**src/rtl/ro_meter_pkg.sv**
```systemverilog
// rtl/ro_meter_pkg.sv - shared types and defaults for the ring-oscillator readers
package ro_meter_pkg;
  typedef enum logic [1:0] {IDLE, SETTLE, COUNT, DONE} state_e;

  localparam int SYNC_STAGES_DEF = 2;
  localparam int CNT_W_DEF       = 16;
  localparam int WIN_W_DEF       = 16;
endpackage

```
**src/rtl/ro_freq_meter_if.sv**
```systemverilog
// rtl/ro_freq_meter_if.sv - control/result bundle of the ring-oscillator frequency meter
interface ro_freq_meter_if
  import ro_meter_pkg::*;
#(
  parameter int CNT_W = CNT_W_DEF,
  parameter int WIN_W = WIN_W_DEF
);
  logic             start;
  logic             abort;
  logic [WIN_W-1:0] win_len;
  logic             busy;
  logic             valid;
  logic [CNT_W-1:0] count;
  logic             ovf;

  modport master (output start, abort, win_len, input busy, valid, count, ovf);
  modport slave  (input start, abort, win_len, output busy, valid, count, ovf);
endinterface

```
**src/rtl/ro_sync_edge.sv**
```systemverilog
// rtl/ro_sync_edge.sv - synchroniser plus history flop, one-cycle pulse per rising edge
module ro_sync_edge
  import ro_meter_pkg::*;
#(
  parameter int STAGES = SYNC_STAGES_DEF
) (
  input  logic ck,
  input  logic rst,
  input  logic d_i,
  output logic edge_o
);
  logic [STAGES-1:0] sync_q, sync_d;
  logic              hist_q, hist_d;

  always_comb begin
    sync_d = {sync_q[STAGES-2:0], d_i};
    hist_d = sync_q[STAGES-1];
  end

  always_ff @(posedge ck) begin
    if (rst) begin
      sync_q <= '0;
      hist_q <= 1'b0;
    end else begin
      sync_q <= sync_d;
      hist_q <= hist_d;
    end
  end

  assign edge_o = sync_q[STAGES-1] & ~hist_q;
endmodule

```
**src/rtl/ro_freq_meter.sv**
```systemverilog
// rtl/ro_freq_meter.sv - counts synchronised oscillator rising edges over a window of ck cycles
module ro_freq_meter
  import ro_meter_pkg::*;
#(
  parameter int CNT_W       = CNT_W_DEF,
  parameter int WIN_W       = WIN_W_DEF,
  parameter int SYNC_STAGES = SYNC_STAGES_DEF
) (
  input  logic               ck,
  input  logic               rst,
  input  logic               ro_i,
  ro_freq_meter_if.slave     bus
);
  localparam int ST_W = $clog2(SYNC_STAGES + 1) + 1;
  localparam logic [CNT_W-1:0] CNT_MAX = '1;

  state_e           state_q, state_d;
  logic [WIN_W-1:0] win_r_q, win_r_d;
  logic [WIN_W-1:0] win_cnt_q, win_cnt_d;
  logic [CNT_W-1:0] ecnt_q, ecnt_d;
  logic             eovf_q, eovf_d;
  logic [ST_W-1:0]  settle_q, settle_d;
  logic             busy_q, busy_d;
  logic             valid_q, valid_d;
  logic [CNT_W-1:0] count_q, count_d;
  logic             ovf_q, ovf_d;
  logic             ro_edge;

  ro_sync_edge #(.STAGES(SYNC_STAGES)) u_sync (
    .ck     (ck),
    .rst    (rst),
    .d_i    (ro_i),
    .edge_o (ro_edge)
  );

  always_comb begin
    state_d   = state_q;
    win_r_d   = win_r_q;
    win_cnt_d = win_cnt_q;
    ecnt_d    = ecnt_q;
    eovf_d    = eovf_q;
    settle_d  = settle_q;
    busy_d    = busy_q;
    valid_d   = valid_q;
    count_d   = count_q;
    ovf_d     = ovf_q;
    case (state_q)
      IDLE, DONE: begin
        if (bus.abort) begin
          state_d = IDLE;
          valid_d = 1'b0;
        end else if (bus.start) begin
          win_r_d = bus.win_len;
          if (bus.win_len == '0) begin
            state_d = DONE;
            valid_d = 1'b1;
            count_d = '0;
            ovf_d   = 1'b0;
          end else begin
            state_d  = SETTLE;
            busy_d   = 1'b1;
            valid_d  = 1'b0;
            settle_d = '0;
          end
        end
      end
      SETTLE: begin
        if (bus.abort) begin
          state_d = IDLE;
          busy_d  = 1'b0;
        end else begin
          // Edges seen here come from stale synchroniser contents
          ecnt_d    = '0;
          eovf_d    = 1'b0;
          win_cnt_d = win_r_q;
          if (settle_q == ST_W'(SYNC_STAGES)) state_d = COUNT;
          else settle_d = settle_q + ST_W'(1);
        end
      end
      COUNT: begin
        if (bus.abort) begin
          state_d = IDLE;
          busy_d  = 1'b0;
        end else begin
          win_cnt_d = win_cnt_q - WIN_W'(1);
          if (ro_edge) begin
            if (ecnt_q == CNT_MAX) eovf_d = 1'b1;
            else ecnt_d = ecnt_q + CNT_W'(1);
          end
          if (win_cnt_q == WIN_W'(1)) begin
            state_d = DONE;
            busy_d  = 1'b0;
            valid_d = 1'b1;
            count_d = ecnt_d;
            ovf_d   = eovf_d;
          end
        end
      end
      default: state_d = IDLE;
    endcase
  end

  always_ff @(posedge ck) begin
    if (rst) begin
      state_q   <= IDLE;
      win_r_q   <= '0;
      win_cnt_q <= '0;
      ecnt_q    <= '0;
      eovf_q    <= 1'b0;
      settle_q  <= '0;
      busy_q    <= 1'b0;
      valid_q   <= 1'b0;
      count_q   <= '0;
      ovf_q     <= 1'b0;
    end else begin
      state_q   <= state_d;
      win_r_q   <= win_r_d;
      win_cnt_q <= win_cnt_d;
      ecnt_q    <= ecnt_d;
      eovf_q    <= eovf_d;
      settle_q  <= settle_d;
      busy_q    <= busy_d;
      valid_q   <= valid_d;
      count_q   <= count_d;
      ovf_q     <= ovf_d;
    end
  end

  assign bus.busy  = busy_q;
  assign bus.valid = valid_q;
  assign bus.count = count_q;
  assign bus.ovf   = ovf_q;
endmodule

```
**src/flat_wrapper.sv**
```systemverilog
// flat-port wrapper written by rule: the top's interface ports become plain ports
module ro_freq_meter_flat import ro_meter_pkg::*;
#(
  parameter int CNT_W       = CNT_W_DEF,
  parameter int WIN_W       = WIN_W_DEF,
  parameter int SYNC_STAGES = SYNC_STAGES_DEF
)
  (ck, rst, ro_i, bus_start, bus_abort, bus_win_len, bus_busy, bus_valid, bus_count, bus_ovf);
  ro_freq_meter_if #(.CNT_W(CNT_W), .WIN_W(WIN_W)) bus_i ();
  input  logic ck;
  input  logic rst;
  input  logic ro_i;
  input wire logic [$bits(bus_i.start)-1:0] bus_start;
  input wire logic [$bits(bus_i.abort)-1:0] bus_abort;
  input wire logic [$bits(bus_i.win_len)-1:0] bus_win_len;
  output wire logic [$bits(bus_i.busy)-1:0] bus_busy;
  output wire logic [$bits(bus_i.valid)-1:0] bus_valid;
  output wire logic [$bits(bus_i.count)-1:0] bus_count;
  output wire logic [$bits(bus_i.ovf)-1:0] bus_ovf;
  assign bus_i.start = bus_start;
  assign bus_i.abort = bus_abort;
  assign bus_i.win_len = bus_win_len;
  assign bus_busy = bus_i.busy;
  assign bus_valid = bus_i.valid;
  assign bus_count = bus_i.count;
  assign bus_ovf = bus_i.ovf;
  ro_freq_meter #(.CNT_W(CNT_W), .WIN_W(WIN_W), .SYNC_STAGES(SYNC_STAGES)) u_core (.ck(ck), .rst(rst), .ro_i(ro_i), .bus(bus_i));
endmodule
```
**config.mk**
```make
export PLATFORM = sky130hd
export DESIGN_NAME = ro_freq_meter_flat
export DESIGN_NICKNAME = d
export VERILOG_FILES = /design/src/rtl/ro_meter_pkg.sv /design/src/rtl/ro_freq_meter_if.sv /design/src/rtl/ro_sync_edge.sv /design/src/rtl/ro_freq_meter.sv /design/src/flat_wrapper.sv
export SDC_FILE = /design/constraint.sdc
export NUM_CORES = 1
export LEC_CHECK = 0
export CAP_MARGIN = 15
export CORE_MARGIN = 5
export CORE_UTILIZATION = 30
export DETAILED_ROUTE_END_ITERATION = 8
export REMOVE_ABC_BUFFERS = 1
export SLEW_MARGIN = 20
export SYNTH_ARGS = -nofsm -noshare
export SYNTH_HDL_FRONTEND = slang
export SYNTH_SLANG_ARGS = --single-unit
export TNS_END_PERCENT = 20
```
**constraint.sdc**
```tcl
create_clock -name ck -period 2.39 [get_ports ck]
set_input_delay 0.478 -clock ck [delete_from_list [all_inputs] [get_ports ck]]
set_output_delay 0.478 -clock ck [all_outputs]
set_load 0.05 [all_outputs]
```
==> flow_metrics.tcl <==
set metrics [dict create \
    status "finished, final reports clean" \
    synthArstFlopShare 0 \
    cp-start-kind "primary input" \
    ys_warn_count 0 \
    first_global_vias 3771 \
    crit_family "buffers and inverters" \
    yosysTopAreaCell "dfxtp_1" \
    seq_area_sq_um 1520 \
    fin_area_sq_um 5190 \
    cts_tree "done" \
    num_antenna_cells 0 \
    fin_hold_ws_ps 450 \
    relSlewSlack 0.526 \
    ant_nets 0 \
    cts_root_buf "clkbuf_16" \
    antenna_found_initial 0 \
    synth_top_area_share 0.380 \
    rr_worst_depth 7 \
    power_leakage_nw 1.88 \
    htree_levels 3 \
    cts_hold_buf 0 \
    drv_slew 0 \
    crit_path_max_fanout 4 \
    grt_util_all_layers 0.148 \
    syn_area_sq_um 4010 \
    synth_area_leaders "dfxtp_1, a21oi_1, nand2_1, o21ai_0, nor2_1" \
    wl_um 11800 \
    peakVddDrop_mv 0.346 \
    postCtsSetupBuffers 0 \
    grt_pass1_wl_um 19200 \
    endpoint_kind "flop" \
    worstHoldPathCells 2 \
    grt_overflow 0 \
    layout.nets 585 \
    num_rows 42 \
    grt_max_degree 63 \
    cts.sinks 76 \
    place_congestion 0.948 \
    rsz0062_at_grt "false" \
    cts_buffer_depth 2 \
    initialDrtViolationCount 407 \
    crit_path_cell_trace "clkdlybuf4s50_1 -> nor4_1 -> nand4_1 -> buf_4 -> o32a_1 -> buf_4 -> nor4_1 -> a31o_2" \
    drive_gt1_frac 0.164 \
    synthesis.instances 485 \
    port_buffers 39 \
    first_pass_iters 5 \
    via_per_inst 5.45 \
    hpwl_um 8510 \
    grt_util_met3 0.0371 \
    synth-main-ff-cell "dfxtp_1" \
    power_density_nw_per_um2 647 \
    post-route-util 0.393 \
    use_met2 0.244 \
    yosysUniqueCellTypes 75 \
    dpl_cell_area_sq_um 4850 \
    ys_ff_latch 76 \
    crit_cells 8 \
    drc 0 \
    io_pins 40 \
    cts_resized 0 \
    cpMaxStageDelayCell "clkdlybuf4s50_1" \
    slowest_delay_ps 420 \
    syn_avg_cell_area_sq_um 8.26 \
    post-route-period-util 0.922 \
    worst-slew-pin-transition_ps 712 \
    ys_seq_area_frac 0.380 \
    maxCapViolations 0 \
    clk_latency_ps 340 \
    area_growth_pct 29.5 \
    start_util 0.304 \
    grt_use_met1 0.190 \
    final.fill_count 1324 \
    final_cell_mix "dfxtp_1, nand2_1, buf_4" \
    skew_ps 4.58 \
    synth_edf_count 0 \
    final_common_cell "dfxtp_1" \
    min_period_ps 2200 \
    multi_input_area_sq_um 2280 \
    max_freq_mhz 454 \
    coreArea_sq_um 13200 \
    cp.required_ps 2670 \
    numCtsBuffers 9 \
    grt-busiest-layer "met2" \
    critPathKind "in -> reg" \
    cp.buffers_inverters 3 \
    hold_viol 0 \
    setup_violations 0 \
    routedWlPerCell_um 16.0 \
    die_h_um 126 \
    fp.dieW_um 126 \
    hp-class "reg -> reg" \
    clkTransAtPathRegs_ps 60 \
    num_vias 4016 \
    arrival_ps 2490 \
    die_area_sq_um 15800 \
]
==> kinds of logic (layout without fill, tap and decap cells) <==
| group | after synthesis | count (layout) | share of synthesized area |
|---|---|---|---|
| xor+xnor | 6 | 6 | 0.0131 |
| fa+ha+maj | 7 | 7 | 0.0219 |
| mux | 7 | 7 | 0.0178 |
| flops | 76 | 76 | 0.380 |
| buf+inv | 46 | 122 | 0.0556 |
| simple gates | 187 | 187 | 0.249 |
| compound gates | 156 | 156 | 0.263 |
==> sequential cells by signal, indices dropped and copies added (netlist names) <==
signal and cells:
u_core.bus.busy 1, u_core.bus.count 16, u_core.bus.ovf 1, u_core.bus.valid 1, u_core.ecnt_q 16, u_core.eovf_q 1
u_core.settle_q 3, u_core.state_q 2, u_core.u_sync.hist_q 1, u_core.u_sync.sync_q 2, u_core.win_cnt_q 16, u_core.win_r_q 16
==> per-layer routing <==
layer | up-vias | wire [um]
met5 | - | 0
met4 | 0 | 212
met2 | 119 | 5640
li1 | 1954 | -
met1 | 1922 | 5330
met3 | 21 | 618
==> per-stage QoR <==
step | setup TNS (ps) | power, mW | setup WS, ps | cells
after floorplan | -16800 | 1.65 | -647 | 453
after global placement | -2000 | 1.87 | -158 | 722
after detailed placement | -2370 | 1.88 | -214 | 722
after CTS | 0 | 3.37 | 132 | 737
after global routing | 0 | 3.48 | 7.54 | 737
final | 0 | 3.36 | 187 | 737
==> worst register-to-register path: cells and delay by family, from the launching register on <==
| family | cells | cell delay (ps) |
|---|---|---|
| and+or+nand+nor | 4 | 1270 |
| DFF | 1 | 340 |
| adders and majority gates | 1 | 190 |
| AOI/OAI and AO/OA | 1 | 190 |
| buffers and inverters | 1 | 110 |
==> cells in the mapped netlist (all sizes together), types with 3 or more instances <==
| cell type | count |
|---|---|
| nor3 | 13 |
| a32o | 4 |
| inv | 13 |
| mux2i | 6 |
| o31ai | 5 |
| o2111ai | 4 |
| nand4 | 9 |
| nand3 | 11 |
| ha | 7 |
| buf | 8 |
| or3 | 8 |
| o2bb2ai | 3 |
| a31o | 3 |
| a41oi | 3 |
| nand2b | 5 |
| nor2b | 9 |
| nor2 | 30 |
| a211oi | 5 |
| nor4 | 14 |
| a21oi | 53 |
| a22oi | 3 |
| xor2 | 4 |
| o211ai | 3 |
| a31oi | 7 |
| a311oi | 3 |
| or4 | 4 |
| clkbuf | 22 |
| and3 | 7 |
| dfxtp | 76 |
| o21ai | 30 |
| a22o | 5 |
| nand2 | 61 |
| nand3b | 3 |
==> path summary, 6_finish.rpt <==
| path | endpoint | slack [ps] | start |
|---|---|---|---|
| worst max register to register | u_core.win_cnt_q[14]$_SDFFE_PP0P_ | 200 | u_core.win_cnt_q[0]$_SDFFE_PP0P_ |
| worst min register to register | u_core.win_r_q[11]$_SDFFE_PP0P_ | 450 | u_core.win_r_q[11]$_SDFFE_PP0P_ |
| worst max-delay path | u_core.bus.count[12]$_SDFFE_PP0P_ | 190 | bus_win_len[4] |
| worst min-delay path | u_core.win_r_q[11]$_SDFFE_PP0P_ | 450 | u_core.win_r_q[11]$_SDFFE_PP0P_ |
==> where the power goes <==
part           internal, mW  switching (mW)
Sequential             1.31          0.0379
Clock                 0.963           0.532
Combinational         0.221           0.295
Total                  2.49           0.865
==> final cells by class <==
type / instances / area share
Multi-Input combinational cell: 363 / 0.439
Sequential cell: 76 / 0.293
Timing Repair Buffer: 93 / 0.152
Clock buffer: 11 / 0.0487
Tap cell: 176 / 0.0424
Clock inverter: 4 / 0.0140
Inverter: 14 / 0.0101
Power figures use the tool's default switching activity.
